### config.mk
export PLATFORM = sky130hd
export DESIGN_NAME = bin_select_fifo
export DESIGN_NICKNAME = d
export VERILOG_FILES = /design/src/rtl/bin_select_fifo_pkg.sv /design/src/rtl/bin_select_fifo_sync_fifo.sv /design/src/rtl/bin_select_fifo.sv
export SDC_FILE = /design/constraint.sdc
export NUM_CORES = 1
export LEC_CHECK = 0
export ABC_AREA = 1
export BUFFER_PORTS_ARGS = -buffer_cell sky130_fd_sc_hd__buf_2
export CORE_AREA = 4 4 257 259
export DETAILED_ROUTE_END_ITERATION = 12
export DIE_AREA = 0 0 261 263
export PLACE_DENSITY = 0.59
export SLEW_MARGIN = 20
export SYNTH_ARGS = -nofsm -noshare
export SYNTH_HDL_FRONTEND = slang
export SYNTH_SLANG_ARGS = --single-unit
export TNS_END_PERCENT = 10
### constraint.sdc
create_clock -name clk -period 9.4 [get_ports clk]
set_input_delay 0 -clock clk [delete_from_list [all_inputs] [get_ports clk]]
set_output_delay 0 -clock clk [all_outputs]
set_load 0.01 [all_outputs]
### src/rtl/bin_select_fifo_pkg.sv
// -----------------------------------------------------------------------------
// bin_select_fifo_pkg
// Shared defaults for the FFT bin-select FIFO: sample/index/frame widths, the
// default kept bin range (lower half of the spectrum including Nyquist), the
// default FIFO depth and the output-stage state encoding.
// -----------------------------------------------------------------------------
package bin_select_fifo_pkg;

  localparam int DEF_I_BW   = 14;
  localparam int DEF_O_BW   = 14;
  localparam int DEF_LOG2_N = 10;
  localparam int DEF_FRM_BW = 7;
  localparam int DEF_N      = 2 ** DEF_LOG2_N;
  localparam int DEF_BIN_LO = 0;
  localparam int DEF_BIN_HI = DEF_N / 2;
  localparam int DEF_DEPTH  = 16;

  // Output head register state: EMPTY presents nothing, VALID presents the
  // oldest FIFO entry on data_o/out_*.
  typedef enum logic {
    ST_EMPTY = 1'b0,
    ST_VALID = 1'b1
  } out_state_e;

endpackage

### src/rtl/bin_select_fifo_sync_fifo.sv
// -----------------------------------------------------------------------------
// sync_fifo
// Plain single-clock storage FIFO with a synchronous clear. Exposes both the
// entry at the read pointer and the one after it so the consumer can refill a
// registered head stage back-to-back.
//   clk, rst      : clock, synchronous active-high reset
//   clr_i         : synchronous clear (pointers and level to 0)
//   wr_en_i/wdata_i : push (ignored when full)
//   rd_en_i       : pop (ignored when empty)
//   rdata_o       : entry at read pointer
//   rdata_nxt_o   : entry at read pointer + 1
//   level_o       : occupancy, 0..DEPTH
// -----------------------------------------------------------------------------
module sync_fifo
  import bin_select_fifo_pkg::*;
#(
  parameter int W     = 8,
  parameter int DEPTH = DEF_DEPTH
) (
  input  logic                     clk,
  input  logic                     rst,
  input  logic                     clr_i,
  input  logic                     wr_en_i,
  input  logic [W-1:0]             wdata_i,
  input  logic                     rd_en_i,
  output logic [W-1:0]             rdata_o,
  output logic [W-1:0]             rdata_nxt_o,
  output logic [$clog2(DEPTH):0]   level_o
);

  localparam int AW = $clog2(DEPTH);
  localparam logic [AW:0] FULL = (AW+1)'(DEPTH);

  logic [W-1:0]  mem_q [DEPTH];
  logic [AW-1:0] wr_ptr_q, wr_ptr_d;
  logic [AW-1:0] rd_ptr_q, rd_ptr_d;
  logic [AW:0]   level_q, level_d;
  logic          wr_ok, rd_ok;

  assign wr_ok = wr_en_i && (level_q != FULL);
  assign rd_ok = rd_en_i && (level_q != '0);

  // Power-of-two depth: pointers wrap by natural overflow.
  always_comb begin
    wr_ptr_d = wr_ptr_q;
    rd_ptr_d = rd_ptr_q;
    level_d  = level_q;
    if (clr_i) begin
      wr_ptr_d = '0;
      rd_ptr_d = '0;
      level_d  = '0;
    end else begin
      if (wr_ok) wr_ptr_d = wr_ptr_q + AW'(1);
      if (rd_ok) rd_ptr_d = rd_ptr_q + AW'(1);
      level_d = level_q + (AW+1)'(wr_ok) - (AW+1)'(rd_ok);
    end
  end

  always_ff @(posedge clk) begin
    if (rst) begin
      wr_ptr_q <= '0;
      rd_ptr_q <= '0;
      level_q  <= '0;
    end else begin
      wr_ptr_q <= wr_ptr_d;
      rd_ptr_q <= rd_ptr_d;
      level_q  <= level_d;
    end
  end

  // Storage is not reset; level gates what is ever read out.
  always_ff @(posedge clk) begin
    if (!rst && !clr_i && wr_ok) mem_q[wr_ptr_q] <= wdata_i;
  end

  assign rdata_o     = mem_q[rd_ptr_q];
  assign rdata_nxt_o = mem_q[rd_ptr_q + AW'(1)];
  assign level_o     = level_q;

endmodule

### src/rtl/bin_select_fifo.sv
// -----------------------------------------------------------------------------
// bin_select_fifo
// Keeps FFT bins BIN_LO..BIN_HI from a stream, converts the sample width
// (sign-extend or saturate), buffers {data, rebased idx, frame} in a FIFO and
// presents the oldest entry through a registered head stage with valid/ready.
//   clk, rst                  : clock, synchronous active-high reset
//   di_en, data_i             : input sample valid / signed sample (no backpressure)
//   in_group_idx, in_group_num: bin index and frame number of data_i
//   flush                     : synchronous clear of buffered content
//   do_rdy / do_en            : downstream ready / output valid
//   data_o, out_group_idx,
//   out_group_num             : head entry (idx rebased to BIN_LO)
//   frame_last                : head is the last kept bin of a frame
//   overflow                  : sticky, a kept sample was dropped on full
//   level                     : FIFO occupancy, head entry included
// -----------------------------------------------------------------------------
module bin_select_fifo
  import bin_select_fifo_pkg::*;
#(
  parameter int I_BW   = DEF_I_BW,
  parameter int O_BW   = DEF_O_BW,
  parameter int LOG2_N = DEF_LOG2_N,
  parameter int BIN_LO = DEF_BIN_LO,
  parameter int BIN_HI = DEF_BIN_HI,
  parameter int DEPTH  = DEF_DEPTH,
  parameter int FRM_BW = DEF_FRM_BW
) (
  input  logic                      clk,
  input  logic                      rst,
  input  logic                      di_en,
  input  logic signed [I_BW-1:0]    data_i,
  input  logic [LOG2_N-1:0]         in_group_idx,
  input  logic [FRM_BW-1:0]         in_group_num,
  input  logic                      flush,
  input  logic                      do_rdy,
  output logic                      do_en,
  output logic signed [O_BW-1:0]    data_o,
  output logic [LOG2_N-1:0]         out_group_idx,
  output logic [FRM_BW-1:0]         out_group_num,
  output logic                      frame_last,
  output logic                      overflow,
  output logic [$clog2(DEPTH):0]    level
);

  localparam int LVL_W = $clog2(DEPTH) + 1;
  localparam int ENT_W = O_BW + LOG2_N + FRM_BW;
  localparam logic [LOG2_N-1:0] LO_IDX   = LOG2_N'(BIN_LO);
  localparam logic [LOG2_N-1:0] LAST_IDX = LOG2_N'(BIN_HI - BIN_LO);
  localparam logic [LVL_W-1:0]  FULL_LVL = LVL_W'(DEPTH);

  // ---------------------------------------------------------------------------
  // Bin selection
  // ---------------------------------------------------------------------------
  int   idx_int;
  logic keep, full, push, pop;

  // Compare as int so a zero BIN_LO does not degenerate into an unsigned
  // always-true comparison.
  assign idx_int = int'(in_group_idx);
  assign keep    = di_en && (idx_int >= BIN_LO) && (idx_int <= BIN_HI);
  assign full    = (level == FULL_LVL);
  // A full FIFO drops even when the head is popped on the same edge.
  assign push    = keep && !flush && !full;

  // ---------------------------------------------------------------------------
  // Width conversion
  // ---------------------------------------------------------------------------
  logic signed [O_BW-1:0] conv;

  if (O_BW >= I_BW) begin : g_ext
    assign conv = O_BW'(data_i);
  end else begin : g_sat
    localparam logic signed [I_BW-1:0] SAT_MAX = I_BW'((2 ** (O_BW-1)) - 1);
    localparam logic signed [I_BW-1:0] SAT_MIN = I_BW'(-(2 ** (O_BW-1)));
    always_comb begin
      if (data_i > SAT_MAX)      conv = SAT_MAX[O_BW-1:0];
      else if (data_i < SAT_MIN) conv = SAT_MIN[O_BW-1:0];
      else                       conv = data_i[O_BW-1:0];
    end
  end

  // ---------------------------------------------------------------------------
  // Storage
  // ---------------------------------------------------------------------------
  logic [ENT_W-1:0] wdata, rd_cur, rd_nxt;

  assign wdata = {conv, in_group_idx - LO_IDX, in_group_num};

  sync_fifo #(
    .W     (ENT_W),
    .DEPTH (DEPTH)
  ) u_fifo (
    .clk         (clk),
    .rst         (rst),
    .clr_i       (flush),
    .wr_en_i     (push),
    .wdata_i     (wdata),
    .rd_en_i     (pop),
    .rdata_o     (rd_cur),
    .rdata_nxt_o (rd_nxt),
    .level_o     (level)
  );

  // ---------------------------------------------------------------------------
  // Head register FSM
  // The head is a registered copy of the FIFO entry at the read pointer; the
  // entry stays counted in level until it is transferred.
  // ---------------------------------------------------------------------------
  out_state_e       state_q, state_d;
  logic [ENT_W-1:0] head_q;
  logic             load_cur, load_nxt;
  logic             ovf_q, ovf_d;

  assign pop   = (state_q == ST_VALID) && do_rdy;
  assign ovf_d = ovf_q | (keep && !flush && full);

  always_comb begin
    state_d  = state_q;
    load_cur = 1'b0;
    load_nxt = 1'b0;
    if (flush) begin
      state_d = ST_EMPTY;
    end else begin
      case (state_q)
        ST_EMPTY: begin
          if (level != '0) begin
            state_d  = ST_VALID;
            load_cur = 1'b1;
          end
        end
        ST_VALID: begin
          // On pop, only entries already stored before this edge can refill
          // the head; a same-cycle push is picked up one edge later.
          if (do_rdy) begin
            if (level > LVL_W'(1)) load_nxt = 1'b1;
            else                   state_d  = ST_EMPTY;
          end
        end
        default: state_d = ST_EMPTY;
      endcase
    end
  end

  always_ff @(posedge clk) begin
    if (rst) begin
      state_q <= ST_EMPTY;
      head_q  <= '0;
      ovf_q   <= 1'b0;
    end else begin
      state_q <= state_d;
      ovf_q   <= ovf_d;
      if (load_cur)      head_q <= rd_cur;
      else if (load_nxt) head_q <= rd_nxt;
    end
  end

  assign do_en         = (state_q == ST_VALID);
  assign data_o        = $signed(head_q[ENT_W-1 -: O_BW]);
  assign out_group_idx = head_q[FRM_BW +: LOG2_N];
  assign out_group_num = head_q[FRM_BW-1:0];
  assign frame_last    = do_en && (out_group_idx == LAST_IDX);
  assign overflow      = ovf_q;

endmodule

* Word-level counts from Yosys, hierarchy flattened
Memories as Yosys holds them, arrays and structs flattened. A register that Yosys moved wholly into a read port is not among the register bits.
Index checks and enable logic that the tools add are counted.
** Word-level totals
- Bits in registers :: 46
- RAM bits :: 496
- Input bits :: 36
- Output and inout port bits :: 39
- Memories kept :: 1
** Memory list
- u_fifo.mem_q :: words 16, width 31, read ports 2, clocked after Yosys merged registers in 1, wr ports 1, RTL line bin_select_fifo_sync_fifo.sv:34 : logic [W-1:0] mem_q [DEPTH];
** Operators by class
- $add $sub $neg :: 4
- Magnitude comparators :: 3
- Eq/ne operators :: 3
- Muxes and demuxes :: 15
- Bitwise gates (word level) :: 2
- Reduce and logical (&&, ||, !) cells :: 17
** Operators by type and width (count)
- two-way mux 31 bit :: 2
- logical AND 1 bit :: 11
- equality test 10 bit, second input constant :: 1
- greater-or-equal comparator 10 x 1 -> 1 bit, second input constant :: 1
- less-or-equal comparator 10 bit, second input constant :: 1
- two-way mux 1 bit :: 10
- adder 4 x 1 -> 4 bit, second input constant :: 2
- two-way mux 4 bit :: 2
- adder 5 x 1 -> 5 bit :: 1
- equality test 5 bit, second input constant :: 1
- > comparator 5 x 1 -> 1 bit, second input constant :: 1
- != test 5 bit, second input constant :: 1
- nonzero test 5 bit :: 1
- subtractor 5 x 1 -> 5 bit :: 1
- zero test 1 bit :: 3
- case mux 1 bit (2 select lines) :: 1
- nonzero test 2 bit :: 1
- OR reduction 2 bit :: 1
- inverter 1 bit :: 1
- bitwise OR 1 bit :: 1

* Longest topological paths before layout
Gate-level depths: netlist of the first run.
- Depth after elaboration :: 9
- Mapped depth :: 16
- Depth with buffers taken out :: 16

* By module
Synthesis of the first run repeated with hierarchy kept, for this count alone.
** Second synthesis, totals
- Cell total of the unflattened synthesis :: 3545
- Area total of the unflattened synthesis :: 28746.3 µm²
** Modules (own cells, without submodules)
- sync_fifo :: times used 1, cells an instance 3258, area each 26823.2 µm², seq. area each 15234.6 µm²
- bin_select_fifo :: times used 1, cells an instance 287, area each 1923.1 µm², seq. area each 660.6 µm²

* Worst setup path after synthesis of the first run
No wires, ideal clock.
- Path type :: reg2reg
- From :: reg u_fifo.level_q[2] (netlist: u_fifo.level_o[2])
- To :: mem u_fifo.mem_q[11][0] in the netlist's numbering, enable pin
- Arrival time :: 2621 ps
- Data required time :: 8981 ps
- Path slack :: 6360 ps
- Stages on the path, launching flop included :: 10
- Period minus slack after synthesis :: 3040 ps
- Cell sequence :: dfxtp_1 > inv_1 > ha_1 > inv_1 > nor2_1 > nand3_1 > nand3_1 > inv_1 > nand2_1 > nor2_1
** Between the ends
- Word-level cells in the longest chain between the ends :: 7
** Ends and longest elaborated chain
- start, declared :: RTL line bin_select_fifo_sync_fifo.sv:37 : logic [AW:0] level_q, level_d;
- start signal, assigned :: RTL line bin_select_fifo_sync_fifo.sv:67 : level_q <= level_d;
- equality test 5 bit :: RTL line bin_select_fifo.sv:61 : assign full = (level == FULL_LVL);
- zero test 1 bit :: RTL line bin_select_fifo.sv:63 : assign push = keep && !flush && !full;
- logical AND 1 bit :: RTL line bin_select_fifo.sv:63
- logical AND 1 bit * :: RTL line bin_select_fifo_sync_fifo.sv:40 : assign wr_ok = wr_en_i && (level_q != FULL);
- net u_fifo.wr_ok :: RTL line bin_select_fifo_sync_fifo.sv:38 : logic wr_ok, rd_ok;
- logical AND 1 bit * :: RTL line bin_select_fifo_sync_fifo.sv:73 : if (!rst && !clr_i && wr_ok) mem_q[wr_ptr_q] <= wdata_i;
- two-way mux 1 bit * :: RTL line bin_select_fifo_sync_fifo.sv:73
- two-way mux 1 bit (implied by the code) * :: RTL line bin_select_fifo_sync_fifo.sv:73
- end, declared :: RTL line bin_select_fifo_sync_fifo.sv:34
Mark *: on every way through the listed nets, which the timed path passes. The rest lies on a longest branch.

* Worst setup path in the final report of the first run
- From :: reg u_fifo.rd_ptr_q[0]
- To :: reg head_q[13]
** Between the ends
- Word-level cells in the longest chain between the ends :: 4
** Ends and longest elaborated chain
- start, declared :: RTL line bin_select_fifo_sync_fifo.sv:36 : logic [AW-1:0] rd_ptr_q, rd_ptr_d;
- start signal, assigned :: RTL line bin_select_fifo_sync_fifo.sv:66 : rd_ptr_q <= rd_ptr_d;
- adder 4 x 1 -> 4 bit :: RTL line bin_select_fifo_sync_fifo.sv:77 : assign rdata_nxt_o = mem_q[rd_ptr_q + AW'(1)];
- memory (16 x 31 bit)
- two-way mux 31 bit :: RTL line bin_select_fifo.sv:153 : else if (load_nxt) head_q <= rd_nxt;
- two-way mux 31 bit :: RTL line bin_select_fifo.sv:152 : if (load_cur) head_q <= rd_cur;
- end signal, assigned :: RTL line bin_select_fifo.sv:152
- end signal, assigned :: RTL line bin_select_fifo.sv:153
- end, declared :: RTL line bin_select_fifo.sv:110 : logic [ENT_W-1:0] head_q;
Every way passes these cells. The select of a mux whose other input is x is not followed.
A chain may end at the register's enable or synchronous reset.

==> out/metrics.cfg, run 1 <==
[run_status]
status = finished clean

[yosys]
ys_types = 32
ys_warn_count = 0
syn-num-nets = 3536
synth_cells = 3486
syn_area_mm2 = 0.0285
synth-seq-cells = 546
synth_compound_area_share_pct = 1.90
syn_avg_cell_area_um2 = 8.18
synthMuxAreaShare_pct = 0
seq_area_frac_synth_pct = 55.7
synth_xor_area_share_pct = 0.237
synth_top_family_by_area = simple AND/OR/NAND/NOR gates
yosys.area_share.adder_pct = 0.640
synthSimpleGateAreaFrac_pct = 31.0

[timing]
setup_viol = 0
tns_ns = 0
slew_headroom_pct = 23.8
hold_violations = 0
period_share_pct = 37.4
grt_setup_unrepaired = false
hold_slack_ns = 0.202
tightestPinTransition_ns = 1.14
period_needed_ns = 3.51
maxSlewViolCount = 0
fmax_mhz = 285
clock_skew_ns = 0.0157

[pwr]
power.density_mw_per_mm2 = 159
power_mw = 5.07
ir_drop_uv = 147
pwr-share-seq_pct = 52.3
p_sw_share_pct = 20.6
p_int_mw = 4.03
comb_power_share_pct = 1.8
p_clk_share_pct = 45.9
leakagePower_nw = 14.0
p_switching_mw = 1.05

[final_layout]
layout.nets = 3531
final_cell_mix = nand2_1, nand3_1, inv_1
syn_to_final_growth_pct = 11.8
diodes = 0
fill_cells = 6032
layout_commonest_cell = nand2_1
final_core_util_pct = 49.9
drive_gt1_share_pct = 6.86
fin_cells = 4383

[cts]
clockBufferDepth = 3
cts_buffers = 59
root_buffer = clkbuf_16
ctsResizeCount = 0
htreeDepth = 2
clock_latency_ns = 0.63
cts.clk_slew.worst_paths_ns = 0.06
cts_tree = built
clkSinkCount = 546

[grt]
grt_pass1_wl_mm = 140
overflow = 0
grt_max_degree = 203
grt_pass1_vias = 22362
grtUsageTotal_pct = 26.7
antenna_found_initial = 1

[worst_hold_path]
min_path_type = in2reg

[placed_design]
io_buffer_count = 74
dp.final_hpwl_mm = 44.3
place_inst = 4239
gp_congestion = 0.799

[critical_path]
arrival_ns = 4.08
path_max_fanout = 66
required_ns = 9.97
critPathBufInv = 3
crit_path_frequent_cell = nand3_1
crit_path_start_kind = flip-flop
critPathSlowestCell = buf_4
crit_type = reg2reg
cp-end-kind = flip-flop
slowest_delay_ns = 0.92
cpLargestDelayFamily = buffers and inverters
path_cells = ha_4 > inv_4 > buf_4 > nand3_1 > nand3_1 > nand3_1 > nand2_1 > nand2_1 > nand3_1 > nand2_1 > inv_1

[die]
coreArea_mm2 = 0.0639
die-area_mm2 = 0.0686
rows = 93
ios = 75
die_w_um = 261
die_h_um = 263
start_util_pct = 44.6

[run]
cap_viol_max_count = 0

[route]
viasPerCell = 5.48
drt-initial-drc-count = 2986
wl_per_cell_um = 21.3
num_vias = 24019
totalWireLength_mm = 93.5
drt-pass1-iter-count = 8
ant_nets = 0
drc_errors = 0

## synthesized netlist by cell type, drive strengths merged
master / number / area share (%)
nor3: 2 / 0.035
nand3b: 1 / 0.026
nor4: 2 / 0.044
fa: 1 / 0.070
nor2: 36 / 0.47
o21bai: 1 / 0.026
clkbuf: 133 / 1.8
a221oi: 1 / 0.031
edfxtp: 496 / 52
o211ai: 34 / 0.89
xor2: 4 / 0.15
buf: 84 / 1.5
inv: 549 / 7.2
o21ai: 24 / 0.42
clkinv: 1 / 0.013
xnor2: 2 / 0.088
nand4: 1 / 0.022
o21a: 1 / 0.026
dfxtp: 50 / 3.5
o2111ai: 1 / 0.031
a21oi: 25 / 0.44
a211oi: 1 / 0.026
nand3: 856 / 15
ha: 13 / 0.57
and3: 1 / 0.022
nand2: 1166 / 15
## logic make-up after synthesis
group / count (synthesis)
adder cells (fa/ha/maj): 14
buffers and inverters: 767
AO/OA/AOI/OAI: 88
XOR/XNOR: 6
AND/OR/NAND/NOR: 2065
flip-flops: 546
## flip-flops by register name, indices dropped and copies added (netlist names), named ones only
| signal | cells |
|---|---|
| u_fifo.mem_q | 496 |
| head_q | 31 |
| u_fifo.level_o | 5 |
| u_fifo.rd_ptr_q | 4 |
| u_fifo.wr_ptr_q | 4 |
| do_en | 1 |
| overflow | 1 |
## stage by stage
stage	worst slack [ns]	cell area (um^2)
4_1_cts	5.97	31900
3_3_place_gp	5.96	29600
2_1_floorplan	6.36	28500
3_5_place_dp	5.98	29600
6_report	5.89	31900
5_1_grt	5.66	31900
## power by group through the flow
stage / clock (mW) / sequential (mW) / combinational [mW]
floorplan: 0 / 2.71 / 0.0225
global placement: 0 / 2.70 / 0.0789
detailed placement: 0 / 2.70 / 0.0792
CTS: 2.36 / 2.65 / 0.0913
global route: 2.45 / 2.65 / 0.100
finish: 2.33 / 2.65 / 0.0920
## path summary, 6_finish.rpt
kind | from | slack [ns] | cells after the start | to
max | u_fifo.rd_ptr_q[0] | 5.89 | 11 | head_q[13]
min | rst | 0.20 | 5 | head_q[28]
max reg2reg | u_fifo.rd_ptr_q[0] | 5.89 | 11 | head_q[13]
min reg2reg | overflow | 0.50 | 1 | overflow
## tightest hold or removal path: cells and delay by family
kind                   cells  cell delay [ns]
buffers and inverters      4             0.63
AND/OR/NAND/NOR            1             0.16
## per-layer routing
metal  vias up  GRT usage, %  routed length [um]
li1      11272             -                   -
met1     11287          38.0               39100
met2      1240          42.4               42400
met3       218          3.61                8740
met4         2          9.02                3210
met5         -             0                  13
## what timing repair did
item	4_1_cts	5_1_grt
buffers inserted	0	0
hold buffers	36	0
hold endpoints to repair	515	0
## final cells by class
type	instances	area [um^2]	area share [%]
clock buffer	82	1680	5.28
tap	855	1070	3.36
multi-input combinational	2173	9830	30.9
timing repair buffer	151	1050	3.31
inverter	550	2090	6.54
sequential	546	15900	49.9
clock inverter	26	235	0.738
Power figures use the tool's default switching activity.
==> run 2: changes to the inputs <==
--- a/config.mk
+++ b/config.mk
@@ -5,11 +5,11 @@
 export SDC_FILE = /design/constraint.sdc
 export NUM_CORES = 1
 export LEC_CHECK = 0
-export ABC_AREA = 1
+export ABC_AREA = 0
 export BUFFER_PORTS_ARGS = -buffer_cell sky130_fd_sc_hd__buf_2
-export CORE_AREA = 4 4 257 259
+export CORE_AREA = 4 4 240 242
 export DETAILED_ROUTE_END_ITERATION = 12
-export DIE_AREA = 0 0 261 263
+export DIE_AREA = 0 0 244 246
 export PLACE_DENSITY = 0.59
 export SLEW_MARGIN = 20
 export SYNTH_ARGS = -nofsm -noshare
==> constraint.sdc (replaced) <==
create_clock -name clk -period 3.7 [get_ports clk]
set_input_delay 0 -clock clk [delete_from_list [all_inputs] [get_ports clk]]
set_output_delay 0 -clock clk [all_outputs]
set_load 0.01 [all_outputs]
==> out/metrics.cfg, run 2 <==
[run_status]
status = finished clean

[grt]
grt_pass1_vias = 13928
antenna_found_initial = 2
grt_pass1_wl_mm = 95.3
grtUsageTotal_pct = 21.7
grt_max_degree = 68
overflow = 0

[route]
wl_per_cell_um = 29.9
drt-pass1-iter-count = 5
ant_nets = 0
totalWireLength_mm = 64.7
drt-initial-drc-count = 1371
viasPerCell = 6.23
drc_errors = 0
num_vias = 13474

[cts]
root_buffer = clkbuf_16
cts.clk_slew.worst_paths_ns = 0.06
clkSinkCount = 546
cts_setup_buffers = 0
cts_buffers = 58
clockBufferDepth = 3
htreeDepth = 2
clock_latency_ns = 0.62
cts_tree = built

[yosys]
synthSimpleGateAreaFrac_pct = 1.75
syn_area_mm2 = 0.0248
syn_avg_cell_area_um2 = 20.1
ys.flop_type = edfxtp_1
syn-num-nets = 1284
synth_xor_area_share_pct = 0.283
ys_warn_count = 0
synth_top_area_cell = edfxtp_1
seq_area_frac_synth_pct = 64.2
synthMuxAreaShare_pct = 28.8
synth-seq-cells = 546
synth_most_common_cell = edfxtp_1
synth_common_cells = edfxtp_1, mux4_2, mux2i_1
synthArstFlopShare_pct = 0
synth.top_cell.area_share_pct = 60.1
synth_compound_area_share_pct = 2.54
yosys.area_share.adder_pct = 0.737
ys_top_cells_by_area = edfxtp_1, mux4_2, mux2i_1, dfxtp_1, a221o_1
synth_edf_count = 496
synth_cells = 1234
synth_top_family_by_area = multiplexers
ys_types = 45

[final_layout]
seqCellArea_mm2 = 0.0159
fill_cells = 4380
largest_register = u_fifo.mem_q
drive_gt1_share_pct = 34.7
layout_commonest_cell = edfxtp_1
final_core_util_pct = 52.2
largest_reg_flops = 496
syn_to_final_growth_pct = 16.1
multi_input_comb_area_mm2 = 0.00863
layout.nets = 1415
final_cell_mix = edfxtp_1, mux4_2, mux2i_1

[timing]
fmax_mhz = 348
clock_skew_ns = 0.0252
slew_headroom_pct = 36.1
hold_violations = 0
period_share_pct = 77.6
finalWorstSetupSlack_ns = 0.830
grt_setup_unrepaired = false
period_needed_ns = 2.87
maxSlewViolCount = 0
setup_viol = 0
tns_ns = 0
tightestPinTransition_ns = 0.950

[die]
die_h_um = 246
die-area_mm2 = 0.0600
coreArea_mm2 = 0.0551
die_w_um = 244
rows = 86
ios = 75
start_util_pct = 45.0

[pwr]
ir_drop_uv = 314
pwr-share-seq_pct = 53.0
p_sw_share_pct = 19.7
p_int_mw = 10.2
power.density_mw_per_mm2 = 442
comb_power_share_pct = 1.6
leakagePower_nw = 9.32
p_switching_mw = 2.50
p_clk_share_pct = 45.4

[placed_design]
gp_congestion = 0.762
dp.final_hpwl_mm = 35.3
io_buffer_count = 74
dp_slack_ns = 0.828

[critical_path]
crit_type = in2reg
reg2reg_from = u_fifo.level_o[2]
path_cells = dlygate4sd3_1 > buf_2 > or4_4 > o41a_1 > nor3_1 > ha_1 > inv_1 > fa_1 > o21bai_1 > a21oi_1 > xnor2_1 > nor2_1
cp-end-kind = flip-flop
setup.worst_path.start = in_group_idx[1]
crit_path_start_kind = input pin
r2r_slack_ns = 0.97
required_ns = 4.18
slowest_delay_ns = 0.59
path_max_fanout = 17
arrival_ns = 3.35
critPathSlowestCell = or4_4

[run]
cap_viol_max_count = 0

[worst_hold_path]
worstHoldStart = data_i[5]
min_path_type = in2reg

-- run 2: cell count changes in the layout (fill, tap and decap cells not counted), moves of 17 or more --
cell	change
mux4_2	+247
buf_12	+17
inv_1	-529
nand3_1	-853
a221o_1	+30
nand2_1	-1160
mux2i_1	+154
o211ai_1	-34
a21oi_1	-18
o21ai_0	-22
o22ai_1	+31
-- run 2: final cells by class --
cell class / instances / share of cell area, %
flip-flops and latches: 546 / 55.3
multi-input cells: 585 / 30.0
clock buffers: 82 / 5.72
repair buffers: 162 / 4.69
well taps: 748 / 3.25
clock inverters: 27 / 0.900
inverters: 12 / 0.157
diodes: 1 / 0.00870
-- run 2: final timing paths --
check,to,depth (start not counted)
worst max register to register,u_fifo.mem_q[14][9],8
worst min-delay path,u_fifo.mem_q[5][22],2
worst min register to register,head_q[26],1
worst max-delay path,u_fifo.level_o[4],12
-- run 2: through the flow --
stage	hold slack [ns]	std cells	instance area (um^2)	power [mW]
floorplan	0.0989	1234	24800	6.92
global placement	0.336	2016	26500	7.04
detailed placement	0.338	2016	26500	7.05
CTS	0.266	2162	28800	12.9
global route	0.306	2163	28800	13.2
finish	0.307	2163	28800	12.7
-- run 2: cells by family (layout without fill, tap and decap cells) --
group / Yosys count / in the layout
adders and majority gates: 14 / 14
other: 0 / 1
AOI/OAI and AO/OA: 80 / 80
and+or+nand+nor: 79 / 79
xor gates and xnor gates: 8 / 8
buffers and inverters: 103 / 283
DFF: 546 / 546
muxes: 404 / 404
-- run 2: metal layers --
metal	vias to the layer above	GRT usage (%)	wire length [um]
li1	5608	-	-
met2	555	34.9	30800
met1	7217	30.8	27700
met3	92	4.71	4870
met4	2	4.84	1340
met5	-	0	13
-- run 2: power groups by stage --
stage,logic [mW],registers [mW],clock network [mW]
after floorplan,0.0466,6.87,0
final,0.207,6.74,5.78
after CTS,0.207,6.74,5.92
after global routing,0.225,6.74,6.20
after global placement,0.172,6.87,0
after detailed placement,0.176,6.87,0
-- run 2: critical path, delay by kind of cell --
kind	cells	cell delay (ns)
xor+xnor	1	0.13
fa+ha+maj	2	0.64
compound gates	3	0.78
simple gates	3	0.91
buf+inv	3	0.86
-- run 2: repair_timing --
action / CTS / global route
setup endpoints to repair: 0 / 0
resized for setup: 0 / 0
hold endpoints to repair: 516 / 0
hold buffers: 37 / 0
